## src/rtl/regfile_wb_arbiter.sv

```systemverilog
// regfile_wb_arbiter
//
// Shares the register file's single write port between two write-back
// requesters and keeps a pending-write scoreboard for decode hazard checks.
// Port 0 is the main ALU pipeline; port 1 is a multi-cycle unit (mul/div,
// load return). Arbitration is round-robin over a one-bit last_grant pointer
// and uses a valid/ready handshake.
//
// Ports:
//   clk, reset                  clock, asynchronous active-high reset
//   wb0_valid/reg/data, wb0_ready   write-back requester 0 (ready is comb.)
//   wb1_valid/reg/data, wb1_ready   write-back requester 1 (ready is comb.)
//   reserve_valid, reserve_reg      decode reserves a destination register
//   reg_write, write_reg, write_data  registered register-file write port
//   busy                        bit i set = register i has a pending write

module regfile_wb_arbiter #(
  parameter int DATA_WIDTH = 32,
  parameter int ADDR_WIDTH = 5
) (
  input  logic                       clk,
  input  logic                       reset,
  input  logic                       wb0_valid,
  input  logic [ADDR_WIDTH-1:0]      wb0_reg,
  input  logic [DATA_WIDTH-1:0]      wb0_data,
  output logic                       wb0_ready,
  input  logic                       wb1_valid,
  input  logic [ADDR_WIDTH-1:0]      wb1_reg,
  input  logic [DATA_WIDTH-1:0]      wb1_data,
  output logic                       wb1_ready,
  input  logic                       reserve_valid,
  input  logic [ADDR_WIDTH-1:0]      reserve_reg,
  output logic                       reg_write,
  output logic [ADDR_WIDTH-1:0]      write_reg,
  output logic [DATA_WIDTH-1:0]      write_data,
  output logic [(2**ADDR_WIDTH)-1:0] busy
);

  localparam int NUM_REGS = 2 ** ADDR_WIDTH;

  logic                  last_grant;
  logic                  xfer;
  logic [ADDR_WIDTH-1:0] sel_reg;
  logic [DATA_WIDTH-1:0] sel_data;
  logic [NUM_REGS-1:0]   busy_next;

  // Round-robin grant: a lone valid port always wins; under contention the
  // port that did not win last time gets ready. Depends only on the valids
  // and last_grant so there is no path from the write-port outputs back in.
  always_comb begin
    wb0_ready = wb0_valid & (~wb1_valid | last_grant);
    wb1_ready = wb1_valid & (~wb0_valid | ~last_grant);
    xfer      = wb0_ready | wb1_ready;
    sel_reg   = wb1_ready ? wb1_reg  : wb0_reg;
    sel_data  = wb1_ready ? wb1_data : wb0_data;
  end

  // Scoreboard next state. The clear is applied before the set so that a
  // reservation landing on the same register as a completing write wins and
  // the bit stays pending for the new producer. Register 0 never goes busy.
  always_comb begin
    busy_next = busy;
    if (xfer && (sel_reg != '0)) begin
      busy_next[sel_reg] = 1'b0;
    end
    if (reserve_valid && (reserve_reg != '0)) begin
      busy_next[reserve_reg] = 1'b1;
    end
    busy_next[0] = 1'b0;
  end

  // Registered write port, arbitration pointer and scoreboard. A transfer to
  // register 0 is still accepted (and moves the pointer) but never raises
  // reg_write. Reset starts last_grant at 1 so port 0 wins first contention.
  always_ff @(posedge clk or posedge reset) begin
    if (reset) begin
      last_grant <= 1'b1;
      reg_write  <= 1'b0;
      write_reg  <= '0;
      write_data <= '0;
      busy       <= '0;
    end else begin
      busy <= busy_next;
      if (xfer) begin
        last_grant <= wb1_ready;
        reg_write  <= (sel_reg != '0);
        write_reg  <= sel_reg;
        write_data <= sel_data;
      end else begin
        reg_write <= 1'b0;
      end
    end
  end

endmodule

```

## config.mk

```make
export PLATFORM = sky130hd
export DESIGN_NAME = regfile_wb_arbiter
export DESIGN_NICKNAME = d
export VERILOG_FILES = /design/src/rtl/regfile_wb_arbiter.sv
export SDC_FILE = /design/constraint.sdc
export NUM_CORES = 1
export LEC_CHECK = 0
export CAP_MARGIN = 15
export CORE_MARGIN = 2
export CORE_UTILIZATION = 43
export DETAILED_ROUTE_END_ITERATION = 7
export GPL_TIMING_DRIVEN = 1
export HOLD_SLACK_MARGIN = 0.08
export PLACE_DENSITY = 0.77
export SYNTH_ARGS = -nofsm -noshare
export SYNTH_HDL_FRONTEND = slang
export SYNTH_SLANG_ARGS = --single-unit
```

## constraint.sdc

```tcl
create_clock -name clk -period 2.65 [get_ports clk]
set_clock_uncertainty 0.2 [all_clocks]
set_input_delay 0.53 -clock clk [delete_from_list [all_inputs] [get_ports clk]]
set_output_delay 0.53 -clock clk [all_outputs]
set_load 0.02 [all_outputs]
```

---- Word level (Yosys, flattened, before mapping) ----
Cells that the tools add are included.
word-level totals
  register bits ........................... 70
  bits in latches ......................... 0
  memory bits (writable) .................. 0
  memory bits (read-only) ................. 0
  output and inout port bits .............. 72
  memories kept ........................... 0
operators by class
  add/subtract/negate cells ............... 0
  multiply operators ...................... 0
  div/mod/pow operators ................... 0
  $lt $le $gt $ge ......................... 4
  eq/ne operators ......................... 0
  shift-type cells ........................ 0
  muxes and demuxes ....................... 9
  bitwise operators ....................... 11
  reductions and logical operators ........ 6
operators with widths
  cell                                                                                 count
  32-bit 2-to-1 mux                                                                    3
  32-bit AND                                                                           1
  32-bit inverter                                                                      1
  32-bit OR                                                                            1
  5-bit by 6-bit < comparator with 1-bit output, second input constant                 2
  1-bit demux with 5-bit select                                                        2
  5-bit by 1-bit greater-or-equal comparator with 1-bit output, second input constant  2
  5-bit nonzero test                                                                   2
  5-bit 2-to-1 mux                                                                     1
  1-bit logical AND                                                                    4
  1-bit 2-to-1 mux                                                                     3
  1-bit inverter                                                                       3
  1-bit OR                                                                             3
  1-bit AND                                                                            2

---- Longest topological paths before layout ----
Gate-level depths: netlist (run 1).
  depth after elaboration ................. 13
  depth in mapped cells ................... 8
  depth with buffers taken out ............ 5

---- Least setup slack after synthesis (run 1) ----
OpenSTA, ideal clock, no wires.
  kind .................................... input port to output port
  from .................................... in wb0_valid
  to ...................................... out wb0_ready
  arrival ................................. 1.354 ns
  required time ........................... 1.920 ns
  setup slack ............................. 0.566 ns
  cell stages on the path ................. 4
  buffers on the path ..................... 3
  cells stage by stage .................... buf_6 buf_2 buf_1 and2_1
on the way
  cells in the longest elaborated chain, start to end .. 1
ends and longest elaborated chain
  what                RTL line  RTL
  start: declaration  23        input logic wb0_valid,
  1-bit AND           51        wb0_ready = wb0_valid & (~wb1_valid | last_grant);
  end: declaration    26        output logic wb0_ready,
No other way between the ends.

---- Worst setup path after layout (run 1) ----
  from .................................... in wb1_valid
  to ...................................... out wb1_ready
on the way
  cells in the longest elaborated chain, start to end .. 1
ends and longest elaborated chain
  what                RTL line  RTL
  start: declaration  27        input logic wb1_valid,
  1-bit AND           52        wb1_ready = wb1_valid & (~wb0_valid | ~last_grant);
  end: declaration    30        output logic wb1_ready,
No other way between the ends.

==> results of run 1 <==
==> timing repair <==
| item | CTS | global route |
|---|---|---|
| hold buffers | 0 | 0 |
| setup buffers | 0 | 0 |
| endpoints found under the setup margin | 1 | 1 |
| endpoints found under the hold margin | 0 | 0 |
| gates resized for setup | 1 | 1 |
==> how the worst max path moves through the flow <==
stage,start,to,slack (ps),cells after the start
final,wb1_valid,wb1_ready,270,4
after global routing,wb1_valid,wb1_ready,200,4
after CTS,wb1_valid,wb0_ready,10,5
after detailed placement,wb1_valid,wb1_ready,-1,4
after global placement,wb1_valid,wb1_ready,20,4
after floorplan,reset,busy[10],150,1
==> cell families (layout without fill, tap and decap cells) <==
| group | after synthesis | after routing | synth area share |
|---|---|---|---|
| AOI/OAI and AO/OA | 157 | 157 | 0.268 |
| and+or+nand+nor | 93 | 93 | 0.123 |
| buffers and inverters | 91 | 237 | 0.104 |
| DFF | 70 | 70 | 0.466 |
| muxes | 13 | 13 | 0.0376 |
| other | 1 | 1 | 0.000997 |
==> per-stage QoR <==
stage / area, um2 / setup TNS, ps
after detailed placement: 5360 / -1.27
after global placement: 5360 / 0
final: 5530 / 0
after CTS: 5530 / 0
after global routing: 5530 / 0
after floorplan: 3760 / 0
==> area by class of cell <==
type                    count  area (um2)
well taps                 108         135
repair buffers            169        1660
fillers                   740        3070
flip-flops and latches     70        1750
multi-input cells         264        1610
inverters                  52         195
clock buffers              12         145
clock inverters             4        22.5
==> worst reg2reg max path, cell delays in order, from the launching register on <==
cell                       delay (ps)
sky130_fd_sc_hd__dfstp_2          560
sky130_fd_sc_hd__a21bo_4          120
sky130_fd_sc_hd__inv_1             50
sky130_fd_sc_hd__buf_4            150
sky130_fd_sc_hd__a32oi_2          460
sky130_fd_sc_hd__nor2b_1           90
sky130_fd_sc_hd__buf_4            200
sky130_fd_sc_hd__o221ai_1         180
==> cell usage in the layout (no fill, tap or decap), types with 2 or more instances in the layout <==
master                            instances
sky130_fd_sc_hd__a32oi_2                  2
sky130_fd_sc_hd__o221ai_1                12
sky130_fd_sc_hd__a31oi_1                 32
sky130_fd_sc_hd__o41ai_1                  2
sky130_fd_sc_hd__mux2i_1                  6
sky130_fd_sc_hd__or2_2                    5
sky130_fd_sc_hd__clkbuf_8                10
sky130_fd_sc_hd__dfrtp_1                 69
sky130_fd_sc_hd__nor4_1                   3
sky130_fd_sc_hd__clkbuf_1                 2
sky130_fd_sc_hd__o31ai_1                 18
sky130_fd_sc_hd__nand2_1                 18
sky130_fd_sc_hd__nor3b_1                  6
sky130_fd_sc_hd__nand2b_1                 5
sky130_fd_sc_hd__nor3_1                   2
sky130_fd_sc_hd__buf_4                   14
sky130_fd_sc_hd__nand3_1                  2
sky130_fd_sc_hd__clkinv_2                 3
sky130_fd_sc_hd__inv_1                   51
sky130_fd_sc_hd__a21oi_1                 38
sky130_fd_sc_hd__nor2_1                  39
sky130_fd_sc_hd__o22ai_1                 35
sky130_fd_sc_hd__o21ai_0                 15
sky130_fd_sc_hd__clkdlybuf4s50_1        151
sky130_fd_sc_hd__mux2_2                   6
sky130_fd_sc_hd__nand3b_1                 6
==> routing by layer <==
layer	vias to the layer above	global-route usage	share of wire
met1	1811	0.351	0.44
met5	-	0	0
li1	1796	-	-
met4	0	0.0545	0.0076
met2	180	0.386	0.46
met3	11	0.0576	0.086
==> where the power goes <==
part | total, uW | switching, uW | internal (uW)
sequential | 1330 | 106 | 1230
clock | 756 | 395 | 361
combinational | 1140 | 591 | 550
==> impl_metrics.yaml, run 1 <==
min_path:
  holdPathEnd: "busy[18]"
  hold_start: "busy[18]"
  hold_path_class: "reg -> reg"
  worstHoldPathCells: 2
power_and_ir_drop:
  cellPowerDensity_mw_per_mm2: 584
  vdd_drop_max_v: 0.000368
  p_leak_uw: 0.00240
  fin_total_pwr_uw: 3230
synthesis:
  yosysUniqueCellTypes: 40
  synth_enable_flop_cells: 0
  synth_top_cells_by_area: "sky130_fd_sc_hd__dfrtp_1 (46%), sky130_fd_sc_hd__o22ai_1 (5.8%), sky130_fd_sc_hd__a31oi_1 (5.3%), sky130_fd_sc_hd__inv_1 (5.2%), sky130_fd_sc_hd__a21oi_1 (5.1%)"
  synth.most_common_cell: "sky130_fd_sc_hd__dfrtp_1"
  synth_top_cell_area_share: 0.459
  synth.net_count: 509
  synth-main-ff-cell: "sky130_fd_sc_hd__dfrtp_1"
  post_synth_most_frequent_cells: "sky130_fd_sc_hd__dfrtp_1 (69), sky130_fd_sc_hd__inv_1 (52), sky130_fd_sc_hd__nor2_1 (39), sky130_fd_sc_hd__a21oi_1 (38), sky130_fd_sc_hd__o22ai_1 (35)"
  synth.yosys.seq_area_share: 0.466
  async_flop_share: 1.00
  avgSynthCellArea_um2: 8.85
  yosysTopAreaCell: "sky130_fd_sc_hd__dfrtp_1"
  syn_inst: 425
  ys.warnings.count: 0
  synthesized_area_mm2: 0.00376
  synth.ff_latch_count: 70
setup_path:
  cpLargestDelayFamily: "buffers and inverters"
  r2r_slack_ps: 550
  cp_launch_type: "primary input"
  crit_fanout: 2
  critical_path_buf_inv_count: 3
  r2r.worst_path.cells: 7
  cp_slowest_stage_delay_ps: 480
  arrival_ps: 1650
  worst-endpoint-required_ps: 1920
  timing.critical_path.to_type: "output pin"
  crit_path_kind: "in -> out"
  crit_chain: "clkdlybuf4s50_1, a21bo_4, inv_1, dlygate4sd2_1"
  timing.critical_path.slowest_stage_cell: "sky130_fd_sc_hd__clkdlybuf4s50_1"
  timing.rr.start: "last_grant"
  worstReg2RegEnd: "busy[21]"
global_routing:
  grt_overflow: 0
  grt_first_pass_wirelength_um: 19200
  antenna_found_initial: 0
  first_global_vias: 3748
  grt_start_max_net_pins: 71
  globalRouteTotalUtil: 0.247
sta:
  rsz0062_at_grt: "no"
  setup_violating_endpoint_count_in_the_final_report: 0
  maxClockFrequency_ghz: 0.420
  final_max_slew_viol_count: 0
  min_period_over_period: 0.898
  final-hold-violation-count: 0
  final.hold.worst_slack_ps: 321
  worst_slew_margin_relative_to_its_limit: 0.562
  setup_slack_ps: 270
  worst_slew_pin_slew_ps: 657
  final_period_minus_worst_setup_slack_ps: 2380
cells_and_area:
  largest_register_ff_count: 32
  antenna_cells_inserted: 0
  layout_nets: 650
  post-route-util: 0.643
  post_layout_nonfiller_instances: 679
  drive_gt1_frac: 0.0858
  area_growth_syn_to_layout_pct: 47.0
drt:
  detailedRoute.firstIterationViolations: 287
  routed_via_density: 5.59
  drc: 0
  number_of_routed_nets_with_antenna_violations: 0
  vias: 3798
  drt-total-wl_um: 11700
  drt_pre_antenna_iters: 5
  mean_routed_wirelength_per_cell_um: 17.2
floorplanning:
  initial_core_util: 0.438
  die_height_um: 97.5
  fp.coreArea_mm2: 0.00859
  io-pin-count: 156
  die-area_mm2: 0.00951
  row_count: 34
  die_w_um: 97.5
placement:
  final_weighted_congestion_in_routability_driven_placement: 0.883
  hpwlAfterDp_um: 8160
  io_buffer_count: 154
  place.detailed.instances: 663
  placement.setup.worst_slack_ps: -1.27
clock_network:
  clkSinkCount: 70
  clock_insertion_delay_worst_skew_ps: 340
  clkTransAtPathRegs_ps: 70
  tritoncts: "built"
  cts_root_buffer: "sky130_fd_sc_hd__clkbuf_8"
  tritoncts.num_buffers: 9
  clk_path_buf_depth: 2
  h-tree-depth: 3
run:
  max_cap_viol: 0
run_status:
  outcome: "finished, final reports clean"
(Power assumes the default switching activity.)
==> run 2, diff against run 1 <==
--- a/config.mk
+++ b/config.mk
@@ -5,13 +5,15 @@
 export SDC_FILE = /design/constraint.sdc
 export NUM_CORES = 1
 export LEC_CHECK = 0
+export ABC_AREA = 1
 export CAP_MARGIN = 15
 export CORE_MARGIN = 2
-export CORE_UTILIZATION = 43
+export CORE_UTILIZATION = 42
+export CTS_CLUSTER_SIZE = 40
 export DETAILED_ROUTE_END_ITERATION = 7
 export GPL_TIMING_DRIVEN = 1
 export HOLD_SLACK_MARGIN = 0.08
-export PLACE_DENSITY = 0.77
+export PLACE_DENSITY = 0.78
 export SYNTH_ARGS = -nofsm -noshare
 export SYNTH_HDL_FRONTEND = slang
 export SYNTH_SLANG_ARGS = --single-unit
==> run 2 against run 1 <==
  * Final cell count rose by 5.0%
  * Power rose by 13%
  * Setup slack got worse by 35 ps
  * Critical path type unchanged
  * Clock power rose by 21%
  * Combinational power rose by 14%
  * Worst hold slack got worse by 44 ps
  * Core utilization rose by 4.0 points
  * Count of clock-buffer cells in the layout rose by 1
==> impl_metrics.yaml, run 2 <==
run_status:
  outcome: "finished, final reports clean"
synthesis:
  synth_top_cell_area_share: 0.504
  synth.yosys.seq_area_share: 0.511
  post_synth_most_frequent_cells: "sky130_fd_sc_hd__nand2_1 (171), sky130_fd_sc_hd__dfrtp_1 (69), sky130_fd_sc_hd__o21ai_0 (61), sky130_fd_sc_hd__nor2_1 (36), sky130_fd_sc_hd__inv_1 (23)"
  synth.ff_latch_count: 70
  synth_top_cells_by_area: "sky130_fd_sc_hd__dfrtp_1 (50%), sky130_fd_sc_hd__nand2_1 (19%), sky130_fd_sc_hd__o21ai_0 (8.9%), sky130_fd_sc_hd__nor2_1 (3.9%), sky130_fd_sc_hd__nand2_2 (2.6%)"
  synth-main-ff-cell: "sky130_fd_sc_hd__dfrtp_1"
  yosysUniqueCellTypes: 24
  ys.warnings.count: 0
  synth.most_common_cell: "sky130_fd_sc_hd__nand2_1"
  synthesized_area_mm2: 0.00343
  async_flop_share: 1.00
  syn_inst: 443
  avgSynthCellArea_um2: 7.74
  synth_enable_flop_cells: 0
  synth.net_count: 527
  yosysTopAreaCell: "sky130_fd_sc_hd__dfrtp_1"
sta:
  final-hold-violation-count: 0
  setup_violating_endpoint_count_in_the_final_report: 0
  rsz0062_at_grt: "no"
  setup_slack_ps: 235
  final_period_minus_worst_setup_slack_ps: 2420
  final_max_slew_viol_count: 0
  min_period_over_period: 0.912
  maxClockFrequency_ghz: 0.414
global_routing:
  antenna_found_initial: 0
  first_global_vias: 3421
  grt_overflow: 0
  grt_start_max_net_pins: 71
  globalRouteTotalUtil: 0.241
  grt_first_pass_wirelength_um: 16500
cells_and_area:
  area_growth_syn_to_layout_pct: 55.6
  largest_register_ff_count: 32
  mostFrequentLayoutCells: "sky130_fd_sc_hd__nand2_1 (171), sky130_fd_sc_hd__clkdlybuf4s50_1 (152), sky130_fd_sc_hd__dfrtp_1 (69), sky130_fd_sc_hd__o21ai_0 (61), sky130_fd_sc_hd__nor2_1 (36)"
  drive_gt1_frac: 0.106
  final_design_area_no_fill_mm2: 0.00534
  post_layout_nonfiller_instances: 713
  layout.cells.most_common: "sky130_fd_sc_hd__nand2_1"
  fill_cells: 645
  antenna_cells_inserted: 0
  layout_nets: 690
power_and_ir_drop:
  vdd_drop_max_v: 0.000498
  cellPowerDensity_mw_per_mm2: 682
  fin_total_pwr_uw: 3640
  p_leak_uw: 0.00242
placement:
  placement.setup.worst_slack_ps: -36.0
  io_buffer_count: 154
  place.detailed.instances: 697
  hpwlAfterDp_um: 7870
  final_weighted_congestion_in_routability_driven_placement: 0.932
  placement.cell_area_mm2: 0.00513
drt:
  vias: 3498
  detailedRoute.firstIterationViolations: 143
  drc: 0
  drt-total-wl_um: 10700
  drt_pre_antenna_iters: 4
  number_of_routed_nets_with_antenna_violations: 0
  mean_routed_wirelength_per_cell_um: 15.0
  routed_via_density: 4.91
floorplanning:
  row_count: 32
  die-area_mm2: 0.00890
  initial_core_util: 0.439
  fp.coreArea_mm2: 0.00781
  die_height_um: 94.3
  io-pin-count: 156
  die_w_um: 94.3
clock_network:
  post-cts-setup-buffer-count: 0
  clkSinkCount: 70
  clkTransAtPathRegs_ps: 70
  clk_path_buf_depth: 2
  cts_root_buffer: "sky130_fd_sc_hd__clkbuf_8"
  tritoncts.num_buffers: 9
  tritoncts: "built"
  h-tree-depth: 3
  clock_insertion_delay_worst_skew_ps: 330
  cts_hold_repair.buffers: 0
setup_path:
  worst-endpoint-required_ps: 1920
  timing.critical_path.to_type: "output pin"
  crit_fanout: 3
  arrival_ps: 1690
  cp_launch_type: "primary input"
  crit_chain: "clkdlybuf4s50_1, inv_1, o21ai_0, dlygate4sd2_1"
  crit_path_kind: "in -> out"
  timing.critical_path.slowest_stage_cell: "sky130_fd_sc_hd__clkdlybuf4s50_1"
  cp_slowest_stage_delay_ps: 490
min_path:
  hold_path_class: "reg -> reg"
run:
  max_cap_viol: 0
run 2: cell type report:
class	instances	area, um2	area share
Clock buffer	13	139	0.0260
Sequential cell	70	1750	0.329
Clock inverter	3	68.8	0.0129
Multi-Input combinational cell	330	1490	0.278
Inverter	27	101	0.0190
Timing Repair Buffer	168	1660	0.311
Tap cell	102	128	0.0239
run 2: cell families after synthesis:
kind of cell	share of synthesized area
compound gates	0.105
buf+inv	0.0555
flops	0.511
other cells	0.00109
simple gates	0.327
run 2: power breakdown:
| group | switching, uW | internal [uW] |
|---|---|---|
| registers | 138 | 1290 |
| clock network | 380 | 534 |
| logic | 684 | 614 |
| total | 1200 | 2440 |
run 2: per-stage QoR:
step | setup TNS [ps] | util | hold WS (ps)
6_report | 0 | 0.683 | 277
2_1_floorplan | 0 | - | 266
4_1_cts | 0 | 0.683 | 281
3_5_place_dp | -36.0 | 0.657 | 262
3_3_place_gp | 0 | 0.657 | 258
5_1_grt | 0 | 0.683 | 303
run 2: path summary, 6_finish.rpt:
path	slack, ps	to	start	cells past startpoint
min in group asynchronous	380	busy[31]	reset	3
worst min register to register	280	busy[27]	busy[27]	2
worst max register to register	710	busy[25]	last_grant	10
worst min-delay path	280	busy[27]	busy[27]	2
worst max-delay path	230	wb0_ready	wb0_valid	4
max in group asynchronous	1540	last_grant	reset	3
run 2: critical path, delay by kind of cell:
kind | cells | cell delay [ps]
buffers and inverters | 3 | 940
AO/OA/AOI/OAI | 1 | 220
run 2: what timing repair did:
item,in CTS,in global routing
pin swaps,0,0
setup endpoints to repair,1,1
resized for setup,1,1
run 2: layer usage:
| layer | vias up | track usage | part of all wire |
|---|---|---|---|
| met2 | 133 | 0.402 | 0.48 |
| met3 | 20 | 0.0646 | 0.081 |
| li1 | 1717 | - | - |
| met1 | 1628 | 0.306 | 0.42 |
| met4 | 0 | 0.0809 | 0.022 |
| met5 | - | 0 | 0 |
